$ cat config.mk
export PLATFORM = sky130hd
export DESIGN_NAME = rvb_seg_sequencer
export DESIGN_NICKNAME = d
export VERILOG_FILES = /design/src/rtl/rvb_seg_sequencer.sv
export SDC_FILE = /design/constraint.sdc
export NUM_CORES = 1
export LEC_CHECK = 0
export BUFFER_PORTS_ARGS = -buffer_cell sky130_fd_sc_hd__buf_2
export CORE_MARGIN = 8
export CORE_UTILIZATION = 30
export CTS_CLUSTER_DIAMETER = 80
export DETAILED_ROUTE_END_ITERATION = 12
export SYNTH_ARGS = -nofsm -noshare
export SYNTH_HDL_FRONTEND = slang
export SYNTH_SLANG_ARGS = --single-unit
$ cat constraint.sdc
create_clock -name clk -period 6.7 [get_ports clk]
set_input_delay 2.01 -clock clk [delete_from_list [all_inputs] [get_ports clk]]
set_output_delay 2.01 -clock clk [all_outputs]
set_load 0.01 [all_outputs]
$ cat src/rtl/rvb_seg_sequencer.sv
// rvb_seg_sequencer
// Output stage that takes bytes written by the core's debug port, queues them
// in a small FIFO and shows each byte on one 7-segment display as two hex
// digits: high digit, blank gap, low digit, blank gap.
//
// Parameters:
//   DEPTH  FIFO entries (power of two, >= 2)
//   CNT_W  dwell/gap counter width
//   DWELL  cycles each digit is shown (>= 1, < 2**CNT_W)
//   GAP    blank cycles after each digit (0 removes the gap phases)
//
// Ports:
//   clk       system clock, rising edge
//   rst       asynchronous active-high reset
//   wr_en     write strobe from the core
//   wr_data   byte to display
//   wr_ready  FIFO not full
//   busy      sequencer not idle or FIFO holding bytes
//   overflow  sticky flag: a write was dropped because the FIFO was full
//   segments  [0]=a .. [6]=g, registered
//
// Configuration macro: SEG_ACTIVE_LOW_EN inverts segments for common-anode
// displays (blank/reset value becomes 7'h7F).
module rvb_seg_sequencer #(
    parameter int DEPTH = 4,
    parameter int CNT_W = 24,
    parameter int DWELL = 1000000,
    parameter int GAP   = 100000
) (
    input  logic       clk,
    input  logic       rst,
    input  logic       wr_en,
    input  logic [7:0] wr_data,
    output logic       wr_ready,
    output logic       busy,
    output logic       overflow,
    output logic [6:0] segments
);

    localparam int AW = $clog2(DEPTH);
    localparam logic [CNT_W-1:0] DWELL_LOAD = CNT_W'(DWELL - 1);
    localparam logic [CNT_W-1:0] GAP_LOAD   = (GAP == 0) ? {CNT_W{1'b0}} : CNT_W'(GAP - 1);
    localparam logic [AW:0]      FULL_COUNT = (AW + 1)'(DEPTH);

`ifdef SEG_ACTIVE_LOW_EN
    localparam logic [6:0] SEG_POL = 7'h7F;
`else
    localparam logic [6:0] SEG_POL = 7'h00;
`endif

    typedef enum logic [2:0] {
        ST_IDLE    = 3'd0,
        ST_SHOW_HI = 3'd1,
        ST_GAP_HI  = 3'd2,
        ST_SHOW_LO = 3'd3,
        ST_GAP_LO  = 3'd4
    } state_t;

    state_t           state_q, state_d;
    logic [CNT_W-1:0] cnt_q, cnt_d;
    logic [7:0]       cur_q, cur_d;
    logic [7:0]       mem_q [DEPTH];
    logic [AW-1:0]    wr_ptr_q, wr_ptr_d;
    logic [AW-1:0]    rd_ptr_q, rd_ptr_d;
    logic [AW:0]      count_q, count_d;
    logic [6:0]       segments_q, segments_d;
    logic             overflow_q, overflow_d;
    logic             push_s;
    logic             pop_s;
    logic             byte_done_s;
    logic             load_s;

    // Active-high hex font, a..g in bits 0..6.
    function automatic logic [6:0] hex_font(input logic [3:0] nib);
        case (nib)
            4'h0:    hex_font = 7'h3F;
            4'h1:    hex_font = 7'h06;
            4'h2:    hex_font = 7'h5B;
            4'h3:    hex_font = 7'h4F;
            4'h4:    hex_font = 7'h66;
            4'h5:    hex_font = 7'h6D;
            4'h6:    hex_font = 7'h7D;
            4'h7:    hex_font = 7'h07;
            4'h8:    hex_font = 7'h7F;
            4'h9:    hex_font = 7'h6F;
            4'hA:    hex_font = 7'h77;
            4'hB:    hex_font = 7'h7C;
            4'hC:    hex_font = 7'h39;
            4'hD:    hex_font = 7'h5E;
            4'hE:    hex_font = 7'h79;
            4'hF:    hex_font = 7'h71;
            default: hex_font = 7'h00;
        endcase
    endfunction

    // Full flag comes straight from the registered count; a full FIFO drops the write
    // even when a pop happens on the same edge.
    assign wr_ready = (count_q != FULL_COUNT);
    assign push_s   = wr_en & wr_ready;
    assign busy     = (state_q != ST_IDLE) || (count_q != {(AW + 1){1'b0}});
    assign overflow = overflow_q;
    assign segments = segments_q;

    // Sequencer next state: phase timing, byte fetch and registered segment value.
    always_comb begin
        state_d     = state_q;
        cnt_d       = cnt_q;
        cur_d       = cur_q;
        pop_s       = 1'b0;
        byte_done_s = 1'b0;
        case (state_q)
            ST_IDLE: begin
                state_d = ST_IDLE;
            end
            ST_SHOW_HI: begin
                if (cnt_q != {CNT_W{1'b0}}) begin
                    cnt_d = cnt_q - CNT_W'(1);
                end else if (GAP == 0) begin
                    state_d = ST_SHOW_LO;
                    cnt_d   = DWELL_LOAD;
                end else begin
                    state_d = ST_GAP_HI;
                    cnt_d   = GAP_LOAD;
                end
            end
            ST_GAP_HI: begin
                if (cnt_q != {CNT_W{1'b0}}) begin
                    cnt_d = cnt_q - CNT_W'(1);
                end else begin
                    state_d = ST_SHOW_LO;
                    cnt_d   = DWELL_LOAD;
                end
            end
            ST_SHOW_LO: begin
                if (cnt_q != {CNT_W{1'b0}}) begin
                    cnt_d = cnt_q - CNT_W'(1);
                end else if (GAP == 0) begin
                    byte_done_s = 1'b1;
                end else begin
                    state_d = ST_GAP_LO;
                    cnt_d   = GAP_LOAD;
                end
            end
            ST_GAP_LO: begin
                if (cnt_q != {CNT_W{1'b0}}) begin
                    cnt_d = cnt_q - CNT_W'(1);
                end else begin
                    byte_done_s = 1'b1;
                end
            end
            default: begin
                state_d = ST_IDLE;
                cnt_d   = {CNT_W{1'b0}};
            end
        endcase

        // Idle or end of a byte: fetch the next byte directly, so consecutive bytes
        // run back to back with no idle cycle.
        load_s = (state_q == ST_IDLE) || byte_done_s;
        if (load_s && (count_q != {(AW + 1){1'b0}})) begin
            pop_s   = 1'b1;
            cur_d   = mem_q[rd_ptr_q];
            state_d = ST_SHOW_HI;
            cnt_d   = DWELL_LOAD;
        end else if (load_s) begin
            state_d = ST_IDLE;
            cnt_d   = {CNT_W{1'b0}};
        end else begin
            pop_s = 1'b0;
        end

        // Segment value follows the next state so the first digit appears one edge after the pop.
        case (state_d)
            ST_SHOW_HI: segments_d = hex_font(cur_d[7:4]) ^ SEG_POL;
            ST_SHOW_LO: segments_d = hex_font(cur_d[3:0]) ^ SEG_POL;
            default:    segments_d = SEG_POL;
        endcase
    end

    // FIFO pointer/count and sticky overflow next state.
    always_comb begin
        wr_ptr_d   = push_s ? (wr_ptr_q + AW'(1)) : wr_ptr_q;
        rd_ptr_d   = pop_s  ? (rd_ptr_q + AW'(1)) : rd_ptr_q;
        overflow_d = overflow_q | (wr_en & ~wr_ready);
        case ({push_s, pop_s})
            2'b10:   count_d = count_q + (AW + 1)'(1);
            2'b01:   count_d = count_q - (AW + 1)'(1);
            default: count_d = count_q;
        endcase
    end

    // State, counter and output registers.
    always_ff @(posedge clk or posedge rst) begin
        if (rst) begin
            state_q    <= ST_IDLE;
            cnt_q      <= {CNT_W{1'b0}};
            cur_q      <= 8'h00;
            wr_ptr_q   <= {AW{1'b0}};
            rd_ptr_q   <= {AW{1'b0}};
            count_q    <= {(AW + 1){1'b0}};
            segments_q <= SEG_POL;
            overflow_q <= 1'b0;
        end else begin
            state_q    <= state_d;
            cnt_q      <= cnt_d;
            cur_q      <= cur_d;
            wr_ptr_q   <= wr_ptr_d;
            rd_ptr_q   <= rd_ptr_d;
            count_q    <= count_d;
            segments_q <= segments_d;
            overflow_q <= overflow_d;
        end
    end

    // FIFO storage; contents are cleared so reset leaves no stale bytes visible.
    always_ff @(posedge clk or posedge rst) begin
        if (rst) begin
            for (int i = 0; i < DEPTH; i++) begin
                mem_q[i] <= 8'h00;
            end
        end else if (push_s) begin
            mem_q[wr_ptr_q] <= wr_data;
        end
    end

endmodule

=== Word level (Yosys, flattened, before mapping) ===
Memories as Yosys holds them, arrays and structs flattened.
Index checks and enable logic that the tools add are counted.

* Output and inout port bits: 10
* ROM bits: 224
* Input port bits: 11
* Word-level logic and storage cells: 74
* Bits in latches: 0
* Bits in registers: 82
* Memories kept: 2
* Bits in writable memories: 0

* Multiply operators: 0
* Bitwise gates (word level): 6
* Magnitude comparators: 3
* Shifts and indexed selects: 0
* Divide/modulo/power cells: 0
* Reduce and logical (&&, ||, !) cells: 11
* Equality and inequality tests: 11
* Add/subtract/negate cells: 5
* Muxes and demuxes: 24

{| class="wikitable"
|+ Memory list
! name !! words !! bits a word !! rd ports !! clocked after Yosys merged registers in !! write ports !! line !! RTL
|-
| (name not given) || 16 || 7 || 1 || 0 || 0 || 75 || <nowiki>case (nib)</nowiki>
|-
| (name not given) || 16 || 7 || 1 || 0 || 0 || 75 ||
|}

{| class="wikitable"
|+ Operator list
! operator !! count
|-
| $mux 24 || 5
|-
| $pmux 24 s4 || 1
|-
| $bwmux 32 || 1
|-
| $mux 8 || 4
|-
| $reduce_bool 24->1 || 1
|-
| $sub 24x1->24 const B || 1
|-
| $bmux 8 s2 || 1
|-
| $demux 8 s2 || 1
|-
| $mux 3 || 5
|-
| $pmux 7 s2 || 1
|-
| $pmux 3 s4 || 1
|-
| $eq 3x2->1 const B || 3
|-
| $eq 3x1->1 const B || 2
|-
| $ge 3x3->1 const B || 2
|-
| $not 2->3 || 2
|-
| $pmux 3 s2 || 1
|-
| $reduce_bool 3->1 || 2
|-
| $add 2x1->2 const B || 2
|-
| $ne 4x4->1 const B || 1
|-
| $add 3x1->3 const B || 1
|-
| $eq 3x3->1 const B || 1
|-
| $logic_not 3->1 || 1
|-
| $lt 3x1->1 const B || 1
|-
| $mux 1 || 3
|-
| 13 further kinds || 16
|}

=== Depth between registers and ports, before layout ===
Gate-level depths: netlist of run 1.

* Depth in word-level cells: 8
* Gate-level depth with buffers: 18
* Depth with buffers taken out: 15

=== Worst setup path before layout of run 1 ===
No wires, ideal clock.

* Path type: input-to-reg
* Start point: in wr_en
* End point: reg count_q[2]
* Path slack: 3.303 ns
* Library setup time: 0.079 ns
* Path buffers: 1
* Required time: 6.621 ns
* Cell stages on the path: 9
* Arrival: 3.318 ns
* Cells stage by stage: and2_1 > clkbuf_1 > inv_1 > ha_1 > inv_1 > fa_1 > xor2_1 > nor2_1 > xor2_1

* Word-level cells in the longest chain between the ends: 3
* Elaborated cells between the ends (all ways): 5
* Those cells by class: 2 x eq/ne; 1 x mux; 1 x bitwise; 1 x reduce/logical

{| class="wikitable"
|+ RTL lines
! element !! line !! RTL
|-
| start: declaration || 32 || <nowiki>input logic wr_en,</nowiki>
|-
| $and 1x1->1 * || 99 || <nowiki>assign push_s = wr_en & wr_ready;</nowiki>
|-
| $eq 2x1->1 / $eq 2x2->1 (equally long branches) || 185 || <nowiki>case ({push_s, pop_s})</nowiki>
|-
| $pmux 3 s2 / $reduce_bool 2->1 (equally long branches) || -- ||
|-
| end signal: assignment || 200 || <nowiki>count_q <= {(AW + 1){1'b0}};</nowiki>
|-
| end signal: assignment || 209 || <nowiki>count_q <= count_d;</nowiki>
|-
| end: declaration || 65 || <nowiki>logic [AW:0] count_q, count_d;</nowiki>
|}

Mark *: on every way between the ends. The rest lies on a longest branch, timed or not.
A chain may end at the register's enable or synchronous reset.

=== Final worst setup path of run 1 ===
* Start point: reg cnt_q[0]
* End point: reg segments_q[1] (netlist: segments[1])

* Word-level cells in the longest chain between the ends: 8
* Elaborated cells between the ends (all ways): 17
* Those cells by class: 2 x eq/ne; 10 x mux; 3 x reduce/logical; 2 x memory

{| class="wikitable"
|+ RTL lines
! element !! line !! RTL
|-
| start: declaration || 60 || <nowiki>logic [CNT_W-1:0] cnt_q, cnt_d;</nowiki>
|-
| start signal: assignment || 196 || <nowiki>cnt_q <= {CNT_W{1'b0}};</nowiki>
|-
| start signal: assignment || 205 || <nowiki>cnt_q <= cnt_d;</nowiki>
|-
| $reduce_bool 24->1 || 145 || <nowiki>if (cnt_q != {CNT_W{1'b0}}) begin</nowiki>
|-
| $mux 1 || 145 ||
|-
| $mux 1 || 111 || <nowiki>case (state_q)</nowiki>
|-
| $logic_or 1x1->1 || 159 || <nowiki>load_s = (state_q == ST_IDLE) || byte_done_s;</nowiki>
|-
| $logic_and 1x1->1 || 160 || <nowiki>if (load_s && (count_q != {(AW + 1){1'b0}})) begin</nowiki>
|-
| $mux 8 || 160 ||
|-
| named net cur_d[5] || 61 || <nowiki>logic [7:0] cur_q, cur_d;</nowiki>
|-
| $mem_v2 16x7 || -- ||
|-
| $pmux 7 s2 || 173 || <nowiki>case (state_d)</nowiki>
|-
| named net segments_d[1] || 66 || <nowiki>logic [6:0] segments_q, segments_d;</nowiki>
|-
| end signal: assignment || 210 || <nowiki>segments_q <= segments_d;</nowiki>
|-
| end: declaration || 66 ||
|}

The timed path passes the listed nets, and every way through them passes these cells.

==> results of run 1 <==
==> synth_stat cells (3+ instances only) <==
| cell | n |
|---|---|
| sky130_fd_sc_hd__nand2b_1 | 3 |
| sky130_fd_sc_hd__mux2_2 | 33 |
| sky130_fd_sc_hd__nor2_1 | 28 |
| sky130_fd_sc_hd__a21o_1 | 4 |
| sky130_fd_sc_hd__or3_1 | 7 |
| sky130_fd_sc_hd__nor4_1 | 5 |
| sky130_fd_sc_hd__clkbuf_1 | 10 |
| sky130_fd_sc_hd__a31oi_1 | 5 |
| sky130_fd_sc_hd__buf_6 | 3 |
| sky130_fd_sc_hd__and2_1 | 4 |
| sky130_fd_sc_hd__o22ai_1 | 8 |
| sky130_fd_sc_hd__ha_1 | 16 |
| sky130_fd_sc_hd__nand2_1 | 27 |
| sky130_fd_sc_hd__xor2_1 | 11 |
| sky130_fd_sc_hd__xnor2_1 | 19 |
| sky130_fd_sc_hd__o21ai_0 | 20 |
| sky130_fd_sc_hd__o31a_1 | 3 |
| sky130_fd_sc_hd__dfrtp_1 | 82 |
| sky130_fd_sc_hd__mux2i_1 | 9 |
| sky130_fd_sc_hd__nor3b_1 | 3 |
| sky130_fd_sc_hd__and3_1 | 3 |
| sky130_fd_sc_hd__mux4_2 | 8 |
| sky130_fd_sc_hd__inv_1 | 22 |
| sky130_fd_sc_hd__nand3_1 | 7 |
| sky130_fd_sc_hd__o211ai_1 | 3 |
| sky130_fd_sc_hd__a21oi_1 | 15 |
| sky130_fd_sc_hd__nor2b_1 | 6 |
| sky130_fd_sc_hd__nor3_1 | 18 |
==> cell families after synthesis <==
family                     share of synthesized area
and+or+nand+nor                               0.1397
AOI/OAI and AO/OA                             0.1233
DFF                                           0.4502
muxes                                         0.1408
buffers and inverters                        0.04008
xor gates and xnor gates                     0.05764
adders and majority gates                    0.04831
==> power breakdown <==
part	internal, mW	leakage [nW]	switching, mW
registers	0.615	0.969	0.0647
logic	0.185	1.05	0.152
clock network	0.326	0.156	0.203
==> metal layers <==
layer	vias up	share of wire
met5	-	0
met4	0	0.024
met3	18	0.046
met2	77	0.44
met1	1614	0.49
li1	1565	-
==> cell type report <==
class | instances | area (sq um) | share of cell area
clock buffer | 9 | 225.2 | 0.04390
clock inverter | 6 | 91.34 | 0.01780
multi-input combinational | 305 | 2323 | 0.4529
timing repair buffer | 22 | 115.1 | 0.02244
inverter | 23 | 87.58 | 0.01707
tap | 188 | 235.2 | 0.04585
sequential | 82 | 2052 | 0.4000
==> flip-flops by register name (all words and copies together), names as in the netlist <==
name and flops:
count_q 3, cnt_q 24, segments 7, mem_q 32
state_q 3, cur_q 8, wr_ptr_q 2, rd_ptr_q 2
overflow 1
==> worst max-delay path, delay by kind of cell (launching register included) <==
family          cells  cell delay (ns)
compound gates      3             0.88
fa+ha+maj           2             0.53
buf+inv             3             0.66
flops               1             0.40
mux                 1             0.48
simple gates        3             1.12
==> path summary, 6_finish.rpt <==
| kind | slack (ns) | end | depth (start not counted) |
|---|---|---|---|
| min in group asynchronous | 1.99 | wr_ptr_q[1] | 3 |
| min reg2reg | 0.48 | overflow | 1 |
| min | 0.48 | overflow | 1 |
| max reg2reg | 2.49 | segments[1] | 12 |
| max in group asynchronous | 4.05 | mem_q[1] | 3 |
| max | 2.49 | segments[1] | 12 |
==> metrics.cfg, run 1 <==
[clocking]
ctsHoldBuffers = 0
tritoncts_clock_tree = done
max-clock-path-buffers = 2
clk-insertion-delay-late_ns = 0.34
htreeDepth = 3
clock_sinks = 82
clk_transition_reported_paths_ns = 0.06
cts_inserted_buffers = 9
postCtsSetupRepairBufs = 0
post_cts_resize_count = 0
clock-root-buffer = sky130_fd_sc_hd__clkbuf_16

[placement]
buffers_added_on_ports = 20
dp_slack_ns = 2.577
place_area_sq_um = 4813
final_weighted_congestion_in_routability_driven_placement = 0.8364
detailedPlacementHpwl_mm = 7.358
placedCellCount = 620

[critical_path]
end_kind = flip-flop
cp_cell_sequence = inv_1, ha_1, nor3b_1, and2_1, a21bo_1, nand2_2, inv_2, mux2i_1, inv_1, ha_1, a2111oi_2, o22ai_1
worstSetupPathType = reg -> reg
critical-path-max-stage-delay_ns = 0.48
crit_fanout = 24
worst_r2r_startpoint = cnt_q[0]
critPathLaunch = cnt_q[0]
critPathRequiredTime_ns = 6.90
cp-start-kind = flip-flop
crit_arrival_ns = 4.41
cp_slowest_cell = sky130_fd_sc_hd__mux2i_1

[min_path]
min_path_type = reg -> reg
hp-start = overflow

[power_and_ir_drop]
fin_total_pwr_mw = 1.545
vdd_drop_max_v = 0.0002416
static-leakage-power_nw = 2.178
pwr_density_cell_nw_per_um2 = 301.2

[floorplanning]
number_of_cell_rows = 45
floorplan.initialDensity = 0.3032
total_die_area_sq_um = 19390
fp.dieW_um = 139.3
design.core.area_sq_um = 15030
die_boundary_height_um = 139.3
top_level_ports = 21

[cells_and_area]
stdcell_count = 635
total_of_fill_cells_in_the_finished_design = 1486
final_common_cell = sky130_fd_sc_hd__dfrtp_1
layout_overhead_on_the_synthesized_area_pct = 12.54
design.final.nets = 471
antenna_cells = 0
fin_util = 0.3412
drive_above_1_share = 0.1991
final_cell_mix = sky130_fd_sc_hd__dfrtp_1 (82), sky130_fd_sc_hd__mux2_2 (33), sky130_fd_sc_hd__nor2_1 (28), sky130_fd_sc_hd__nand2_1 (27), sky130_fd_sc_hd__inv_1 (21)
final_design_area_no_fill_sq_um = 5130

[timing]
grt_setup_unrepaired = no
slew_viol_final = 0
achievable-frequency_mhz = 237.6
fin_worst_hold_slack_ns = 0.4774
slew_hr = 0.3078
hold_viol = 0
timing_worst_slew_pin_value_ns = 1.038
finalSetupTns_ns = 0
finClkSkew_ns = 0.007505
final.period_utilization = 0.6283
post-route-worst-setup-slack_ns = 2.490
final.min_clock_period_ns = 4.210
setup_viol = 0

[drt]
drt_pre_antenna_iters = 5
drt_iter0_drc = 222
routed-via-count = 3274
routedWlPerCell_um = 16.15
ant_nets = 0
drt-vias-per-instance = 5.156
routed_wirelength_mm = 10.26
post_detailed_route_drc_marker_count = 0

[global_routing]
grt_antenna_before_repair = 0
grt.met2_usage = 0.1643
grtUsageMet1 = 0.1474
grt_util_met3 = 0.02462
grt_most_used_layer = met2
largest_net_degree_at_the_start_of_global_routing = 83
grt_pass1_wl_mm = 17.04
grt_pass1_vias = 3293
gr_ovfl_total = 0
grt.total_usage = 0.1102

[synth]
yosys-top-cells-area = sky130_fd_sc_hd__dfrtp_1 (45%), sky130_fd_sc_hd__mux2_2 (8.2%), sky130_fd_sc_hd__ha_1 (4.4%)
post_synthesis_cell_type_with_the_largest_combined_area = sky130_fd_sc_hd__dfrtp_1
post_synth.cell_area_avg_sq_um = 10.67
synth-edff-count = 0
synth_top_cell_area_share = 0.4502
yosys_warnings = 0
async_flop_share = 1.000
ys_ff_latch = 82
synth_seq_area_share = 0.4502
synth_nets = 455
syn-instance-count = 427
synth-main-ff-cell = sky130_fd_sc_hd__dfrtp_1
synthesis.area_sq_um = 4558
netlist-cell-type-count = 62

[job]
cap_violations = 0

[run_status]
result_of_the_run = finished clean

No activity file was read; power rests on OpenSTA's default activity.
==> run 2, diff against run 1 <==
--- a/config.mk
+++ b/config.mk
@@ -5,6 +5,7 @@
 export SDC_FILE = /design/constraint.sdc
 export NUM_CORES = 1
 export LEC_CHECK = 0
+export ABC_AREA = 1
 export BUFFER_PORTS_ARGS = -buffer_cell sky130_fd_sc_hd__buf_2
 export CORE_MARGIN = 8
 export CORE_UTILIZATION = 30
==> constraint.sdc (replaced) <==
create_clock -name clk -period 3.6 [get_ports clk]
set_input_delay 1.08 -clock clk [delete_from_list [all_inputs] [get_ports clk]]
set_output_delay 1.08 -clock clk [all_outputs]
set_load 0.01 [all_outputs]
==> run 2 against run 1 <==
Clock power up 74%. Power rose to 3.2 times the previous value. Critical path depth increased by 2. Fmax is 47% higher. Routed wire length is 3.0% lower. Area after synthesis is essentially flat. Critical path type unchanged.
==> metrics.cfg, run 2 <==
[synth]
yosys-top-cells-area = sky130_fd_sc_hd__dfrtp_1 (45%), sky130_fd_sc_hd__nand2_1 (13%), sky130_fd_sc_hd__o21ai_0 (6.7%)
netlist-cell-type-count = 30  ; -52%
synth-main-ff-cell = sky130_fd_sc_hd__dfrtp_1
post-synth-top-count-cell = sky130_fd_sc_hd__nand2_1
synthesis.area_sq_um = 4559  ; about the same
async_flop_share = 1.000  ; unchanged
post_synth.cell_area_avg_sq_um = 7.821  ; -27%
post_synthesis_cell_type_with_the_largest_combined_area = sky130_fd_sc_hd__dfrtp_1
synth.cells.most_frequent = sky130_fd_sc_hd__nand2_1 (156), sky130_fd_sc_hd__dfrtp_1 (82), sky130_fd_sc_hd__nor2_1 (69), sky130_fd_sc_hd__inv_1 (61), sky130_fd_sc_hd__o21ai_0 (61)
synth_top_cell_area_share = 0.4501  ; about the same
synth_nets = 611  ; +34%
synth_seq_area_share = 0.4501  ; about the same
synth-edff-count = 0  ; unchanged
ys_ff_latch = 82  ; unchanged
yosys_warnings = 0  ; unchanged
syn-instance-count = 583  ; +37%

[drt]
drt-vias-per-instance = 4.522  ; -12%
ant_nets = 0  ; unchanged
post_detailed_route_drc_marker_count = 0  ; unchanged
drt_iter0_drc = 223  ; +0.45%
routedWlPerCell_um = 12.49  ; -23%
routed_wirelength_mm = 9.953  ; -3.0%
drt_pre_antenna_iters = 5  ; unchanged
routed-via-count = 3604  ; +10%

[critical_path]
critPathRequiredTime_ns = 3.83  ; -3.07 ns
end_kind = flip-flop
cp-start-kind = flip-flop
crit_fanout = 30  ; +25%
ff2ff_setup_slack_ns = 0.75  ; -1.74 ns
worstSetupPathType = reg -> reg
path_depth_of_the_worst_reg2reg_path = 14  ; +2
worst_r2r_startpoint = cnt_q[0]
crit_arrival_ns = 3.09  ; -1.32 ns
r2r-end = count_q[2]

[min_path]
min_delay_path_depth = 1  ; unchanged
hp-start = overflow
whs_endpoint = overflow
min_path_type = reg -> reg

[power_and_ir_drop]
p_switching_mw = 2.273  ; +440%
cell_internal_pwr_mw = 2.709  ; +140%
clkPwrFrac = 0.185  ; -0.157
vdd_drop_max_v = 0.0004563  ; +89%
pwr_density_cell_nw_per_um2 = 967.6  ; +220%
power.share.sequential = 0.310  ; -0.130
net_sw_frac = 0.4563  ; +0.1847
static-leakage-power_nw = 2.565  ; +18%
power.combinational.fraction = 0.504  ; +0.286

[floorplanning]
design.core.area_sq_um = 15030  ; unchanged
fp.dieW_um = 139.3  ; about the same
number_of_cell_rows = 45  ; unchanged
floorplan.initialDensity = 0.3033  ; about the same
total_die_area_sq_um = 19400  ; about the same
die_boundary_height_um = 139.3  ; about the same
top_level_ports = 21  ; unchanged

[cells_and_area]
largest_register = mem_q
final_cell_mix = sky130_fd_sc_hd__nand2_1 (156), sky130_fd_sc_hd__dfrtp_1 (82), sky130_fd_sc_hd__nor2_1 (69), sky130_fd_sc_hd__o21ai_0 (61), sky130_fd_sc_hd__inv_1 (60)
final_common_cell = sky130_fd_sc_hd__nand2_1
seqCellArea_sq_um = 2052  ; unchanged
antenna_cells = 0  ; unchanged
multi_input_area_sq_um = 2196  ; -5.5%
drive_above_1_share = 0.1182  ; -0.08088
layout_top_registers = mem_q x32, cnt_q x24, cur_q x8
design.final.nets = 632  ; +34%
number_of_flip_flops_under_the_largest_register_name = 32  ; unchanged
stdcell_count = 797  ; +26%
layout_overhead_on_the_synthesized_area_pct = 12.93
total_of_fill_cells_in_the_finished_design = 1575  ; +6.0%

[clocking]
clk-insertion-delay-late_ns = 0.35  ; about the same
postCtsSetupRepairBufs = 0  ; unchanged
post_cts_resize_count = 0  ; unchanged
clock-root-buffer = sky130_fd_sc_hd__clkbuf_16
clock_sinks = 82  ; unchanged
ctsHoldBuffers = 0  ; unchanged
tritoncts_clock_tree = done
cts_inserted_buffers = 9  ; unchanged
htreeDepth = 3  ; unchanged
max-clock-path-buffers = 2  ; unchanged
clk_transition_reported_paths_ns = 0.06  ; about the same

[timing]
timing_worst_slew_pin_value_ns = 0.7520  ; -0.2863 ns
achievable-frequency_mhz = 350.4  ; +47%
finClkSkew_ns = 0.008134  ; +0.0006298 ns
setup_viol = 0  ; unchanged
slew_hr = 0.4987  ; +0.1909
hold_viol = 0  ; unchanged
final.min_clock_period_ns = 2.854  ; -1.356 ns
slew_viol_final = 0  ; unchanged
grt_setup_unrepaired = no
finalSetupTns_ns = 0  ; unchanged
final.period_utilization = 0.7928  ; +0.1645

[global_routing]
grt.total_usage = 0.1092  ; -0.001094
largest_net_degree_at_the_start_of_global_routing = 43  ; -48%
grt_pass1_vias = 3621  ; +10%
grt_pass1_wl_mm = 17.15  ; +0.65%
grt_antenna_before_repair = 0  ; unchanged
gr_ovfl_total = 0  ; unchanged

[placement]
placedCellCount = 781  ; +26%
buffers_added_on_ports = 20  ; unchanged
final_weighted_congestion_in_routability_driven_placement = 0.7865  ; -6.0%
detailedPlacementHpwl_mm = 7.064  ; -4.0%

[job]
cap_violations = 0  ; unchanged

[run_status]
result_of_the_run = finished clean

-- run 2: kinds of logic (layout without fill, tap and decap cells) --
logic type	Yosys count	count (layout)	synth area share
buffers and inverters	76	102	0.06833
XOR/XNOR	18	18	0.03458
AO/OA/AOI/OAI	82	82	0.09797
flip-flops	82	82	0.4501
AND/OR/NAND/NOR	308	308	0.3008
adder cells (fa/ha/maj)	17	17	0.04830
-- run 2: layout make-up --
| class | instances | area share |
|---|---|---|
| Timing Repair Buffer | 22 | 0.02479 |
| Multi-Input combinational cell | 425 | 0.4265 |
| Tap cell | 188 | 0.04569 |
| Clock buffer | 11 | 0.04714 |
| Clock inverter | 5 | 0.01045 |
| Sequential cell | 82 | 0.3985 |
| Inverter | 64 | 0.04690 |
-- run 2: metrics by stage --
stage	power [mW]	utilization	setup WS (ns)	hold WS [ns]	instance area, sq um
2_1_floorplan	3.531	-	0.4116	0.4478	4559
3_3_place_gp	4.072	0.3228	0.8107	0.4610	4852
3_5_place_dp	4.100	0.3228	0.7548	0.4667	4852
4_1_cts	5.050	0.3425	0.7359	0.4830	5149
5_1_grt	5.529	0.3425	0.4981	0.5046	5149
6_report	4.982	0.3425	0.7460	0.4767	5149
-- run 2: worst max path at each step --
stage              from         end  slack [ns]  cells after the start
4_1_cts        cnt_q[0]  count_q[2]        0.74                     14
5_1_grt        cnt_q[0]  count_q[2]        0.50                     14
6_report       cnt_q[0]  count_q[2]        0.75                     14
3_5_place_dp   cnt_q[0]  count_q[2]        0.75                     14
2_1_floorplan       rst    cnt_q[0]        0.41                      1
3_3_place_gp   cnt_q[0]  count_q[2]        0.81                     14
-- run 2: power by group through the flow --
stage          Clock, mW  Combinational [mW]  Sequential [mW]
2_1_floorplan          0                2.01             1.52
3_3_place_gp           0                2.52             1.55
3_5_place_dp           0                2.54             1.56
4_1_cts            0.955                2.55             1.55
5_1_grt            0.989                2.95             1.59
6_report           0.922                2.51             1.55
-- run 2: routing by layer --
metal / track usage / wire, um
met3: 0.02839 / 309
met5: 0 / 0
met2: 0.1859 / 4843
met4: 0.03986 / 113
met1: 0.1301 / 4688
-- run 2: worst max-delay path, stage by stage (launching register included) --
cell and delay [ns]:
sky130_fd_sc_hd__dfrtp_1 0.35, sky130_fd_sc_hd__inv_1 0.09, sky130_fd_sc_hd__ha_1 0.21, sky130_fd_sc_hd__nand2_2 0.10, sky130_fd_sc_hd__nor2_4 0.22, sky130_fd_sc_hd__nand4_4 0.14, sky130_fd_sc_hd__nand2_4 0.17, sky130_fd_sc_hd__nand2_4 0.26
sky130_fd_sc_hd__inv_1 0.20, sky130_fd_sc_hd__ha_1 0.16, sky130_fd_sc_hd__inv_1 0.06, sky130_fd_sc_hd__fa_1 0.37, sky130_fd_sc_hd__a21oi_1 0.14, sky130_fd_sc_hd__o21ai_0 0.11, sky130_fd_sc_hd__xnor2_1 0.13
==> run 3, diff against run 2 <==
--- a/config.mk
+++ b/config.mk
@@ -5,7 +5,7 @@
 export SDC_FILE = /design/constraint.sdc
 export NUM_CORES = 1
 export LEC_CHECK = 0
-export ABC_AREA = 1
+export ABC_AREA = 0
 export BUFFER_PORTS_ARGS = -buffer_cell sky130_fd_sc_hd__buf_2
 export CORE_MARGIN = 8
 export CORE_UTILIZATION = 30
==> constraint.sdc (replaced) <==
create_clock -name clk -period 2.3 [get_ports clk]
set_input_delay 0.69 -clock clk [delete_from_list [all_inputs] [get_ports clk]]
set_output_delay 0.69 -clock clk [all_outputs]
set_load 0.01 [all_outputs]
==> run 3 against run 2 <==
The flow now finishes with violations (setup timing). Routed wire length increased by 20%. Fmax decreased by 1.0%. Sequential power rose by 27%. Cell area grew 23%. Sequential share of layout area down 7.4 points. Die area about the same. Cell count down 6.6%. Combinational power is 55% lower. Critical path type unchanged. Largest cell class unchanged. Largest power group is now sequential cells. Highest routed layer unchanged.
==> metrics.cfg, run 3 (synthesized netlist as in run 1, its figures left out) <==
[placement]
detailedPlacementHpwl_mm = 8.865  ; +25%
placedCellCount = 711  ; -9.0%
final_weighted_congestion_in_routability_driven_placement = 0.9114  ; +16%
place_area_sq_um = 5692  ; +17%
buffers_added_on_ports = 20  ; unchanged

[drt]
routed_wirelength_mm = 11.97  ; +20%
drt_iter0_drc = 236  ; +5.8%
routed-via-count = 3786  ; +5.0%
drt_pre_antenna_iters = 5  ; unchanged
routedWlPerCell_um = 16.09  ; +29%
ant_nets = 0  ; unchanged
post_detailed_route_drc_marker_count = 0  ; unchanged
drt-vias-per-instance = 5.089  ; +13%

[power_and_ir_drop]
p_switching_mw = 1.270  ; -44%
power.combinational.fraction = 0.253  ; -0.251
pwr_density_cell_nw_per_um2 = 697.0  ; -28%
vdd_drop_max_v = 0.0004974  ; +9.0%
static-leakage-power_nw = 2.751  ; +7.3%
power.share.sequential = 0.446  ; +0.136
clkPwrFrac = 0.300  ; +0.115
cell_internal_pwr_mw = 3.133  ; +16%
net_sw_frac = 0.2884  ; -0.1679

[critical_path]
cp_cell_sequence = or4_4, and4b_1, a21bo_1, nand2_4, inv_6, buf_12, mux2i_4, inv_2, ha_4, a2111oi_4, o22ai_1
crit_arrival_ns = 3.09  ; about the same
crit_fanout = 4  ; -87%
cp-start-kind = flip-flop
worstSetupPathType = reg -> reg
ff2ff_setup_slack_ns = -0.58  ; -1.33 ns
worst_r2r_startpoint = cnt_q[11]
path_delay_family = simple AND/OR/NAND/NOR gates
path_depth_of_the_worst_reg2reg_path = 11  ; -3
critPathRequiredTime_ns = 2.51  ; -1.32 ns
critical-path-max-stage-delay_ns = 0.55  ; +0.18 ns
r2r-end = segments[1]
cp_slowest_cell = sky130_fd_sc_hd__or4_4
path_buf_inv = 3  ; unchanged
end_kind = flip-flop

[cells_and_area]
design.final.nets = 579  ; -8.4%
final_cell_mix = sky130_fd_sc_hd__buf_4 (88), sky130_fd_sc_hd__dfrtp_1 (82), sky130_fd_sc_hd__mux2_2 (32), sky130_fd_sc_hd__nor2_1 (26), sky130_fd_sc_hd__nand2_1 (26)
fin_util = 0.4201  ; +0.07765
layout_overhead_on_the_synthesized_area_pct = 38.57
total_of_fill_cells_in_the_finished_design = 1378  ; -13%
largest_register = mem_q
stdcell_count = 744  ; -6.6%
antenna_cells = 0  ; unchanged
final_common_cell = sky130_fd_sc_hd__buf_4
final_design_area_no_fill_sq_um = 6316  ; +23%
layout_top_registers = mem_q x32, cnt_q x24, cur_q x8
number_of_flip_flops_under_the_largest_register_name = 32  ; unchanged
drive_above_1_share = 0.4299  ; +0.3116

[global_routing]
largest_net_degree_at_the_start_of_global_routing = 30  ; -30%
gr_ovfl_total = 0  ; unchanged
grt_pass1_vias = 3865  ; +6.7%
grt_pass1_wl_mm = 19.70  ; +15%
grt.total_usage = 0.1247  ; +0.01553
grt_antenna_before_repair = 0  ; unchanged

[timing]
post-route-worst-setup-slack_ns = -0.5836  ; -1.330 ns
slew_hr = 0.6903  ; +0.1916
finalSetupTns_ns = -5.259  ; -5.259 ns
grt_setup_unrepaired = yes
slew_viol_final = 0  ; unchanged
final.min_clock_period_ns = 2.884  ; +0.02957 ns
timing_worst_slew_pin_value_ns = 0.4610  ; -0.2910 ns
achievable-frequency_mhz = 346.8  ; -1.0%
finClkSkew_ns = 0.01047  ; +0.002338 ns
final.period_utilization = 1.254  ; +0.4610
fin_worst_hold_slack_ns = 0.3450  ; -0.1317 ns
setup_viol = 12  ; +12
hold_viol = 0  ; unchanged

[run_status]
result_of_the_run = finished, violations left
violations = setup timing

[clocking]
tritoncts_clock_tree = done
clock_sinks = 82  ; unchanged
htreeDepth = 3  ; unchanged
ctsHoldBuffers = 0  ; unchanged
clock-root-buffer = sky130_fd_sc_hd__clkbuf_16
clk-insertion-delay-late_ns = 0.34  ; about the same
max-clock-path-buffers = 2  ; unchanged
cts_inserted_buffers = 9  ; unchanged
clk_transition_reported_paths_ns = 0.07  ; about the same

[job]
cap_violations = 0  ; unchanged

[floorplanning]
number_of_cell_rows = 45  ; unchanged
top_level_ports = 21  ; unchanged
floorplan.initialDensity = 0.3032  ; about the same
die_boundary_height_um = 139.3  ; about the same
fp.dieW_um = 139.3  ; about the same
design.core.area_sq_um = 15030  ; unchanged
total_die_area_sq_um = 19390  ; about the same

[min_path]
min_path_type = in -> async

==> run 3: changes by cell type in the layout (fill, tap and decap cells not counted), moves of 9 or more <==
cell                      change
sky130_fd_sc_hd__nand3_1     -36
sky130_fd_sc_hd__xnor2_1      +9
sky130_fd_sc_hd__buf_4       +87
sky130_fd_sc_hd__inv_1       -46
sky130_fd_sc_hd__mux2_2      +32
sky130_fd_sc_hd__nor2_1      -43
sky130_fd_sc_hd__ha_1         -9
sky130_fd_sc_hd__o21ai_0     -46
sky130_fd_sc_hd__buf_6       +16
sky130_fd_sc_hd__nand2_2     -12
sky130_fd_sc_hd__nand2_1    -130
==> run 3: layout make-up <==
class,count,area (sq um),area share
clock inverters,6,43.79,0.006933
multi-input cells,305,2613,0.4136
repair buffers,130,1046,0.1656
inverters,23,97.59,0.01545
clock buffers,10,229.0,0.03625
well taps,188,235.2,0.03724
flip-flops and latches,82,2052,0.3249
==> run 3: stage by stage <==
step	worst slack (ns)	power, mW
4_1_cts	-0.5578	4.455
2_1_floorplan	-0.6756	2.753
3_3_place_gp	-0.5966	3.013
6_report	-0.5836	4.402
5_1_grt	-0.6742	4.650
3_5_place_dp	-0.6707	3.110
==> run 3: worst register-to-register path: cells and delay by family (launching register included) <==
family	cells	cell delay (ns)
buf+inv	3	0.33
fa+ha+maj	1	0.25
compound gates	3	0.60
mux	1	0.28
flops	1	0.38
simple gates	3	0.92
==> run 3: layer usage <==
layer,global-route usage,share of wire
met5,0,0
met4,0.04737,0.029
met3,0.02428,0.041
met2,0.2135,0.49
met1,0.1521,0.44
==> run 3: worst max path at each step <==
stage                         start  depth (start not counted)          end  slack [ns]
final                     cnt_q[11]                         11  segments[1]       -0.58
after global placement    cnt_q[11]                         13  segments[0]       -0.60
after global routing      cnt_q[11]                         12  segments[6]       -0.67
after floorplan           cnt_q[11]                         13  segments[0]       -0.68
after detailed placement  cnt_q[11]                         13  segments[0]       -0.67
after CTS                 cnt_q[10]                         12  segments[4]       -0.56
==> run 3: what timing repair did <==
item | 4_1_cts | 5_1_grt
setup buffers | 14 | 9
endpoints found under the setup margin | 25 | 33
resized for setup | 32 | 30
gates cloned | 0 | 1
pin swaps | 21 | 16
==> run 3: power by group through the flow <==
stage	clock network (mW)	registers (mW)	logic [mW]
2_1_floorplan	0	1.94	0.813
3_3_place_gp	0	1.95	1.06
3_5_place_dp	0	1.99	1.12
4_1_cts	1.36	1.97	1.13
5_1_grt	1.42	2.01	1.23
6_report	1.32	1.97	1.12
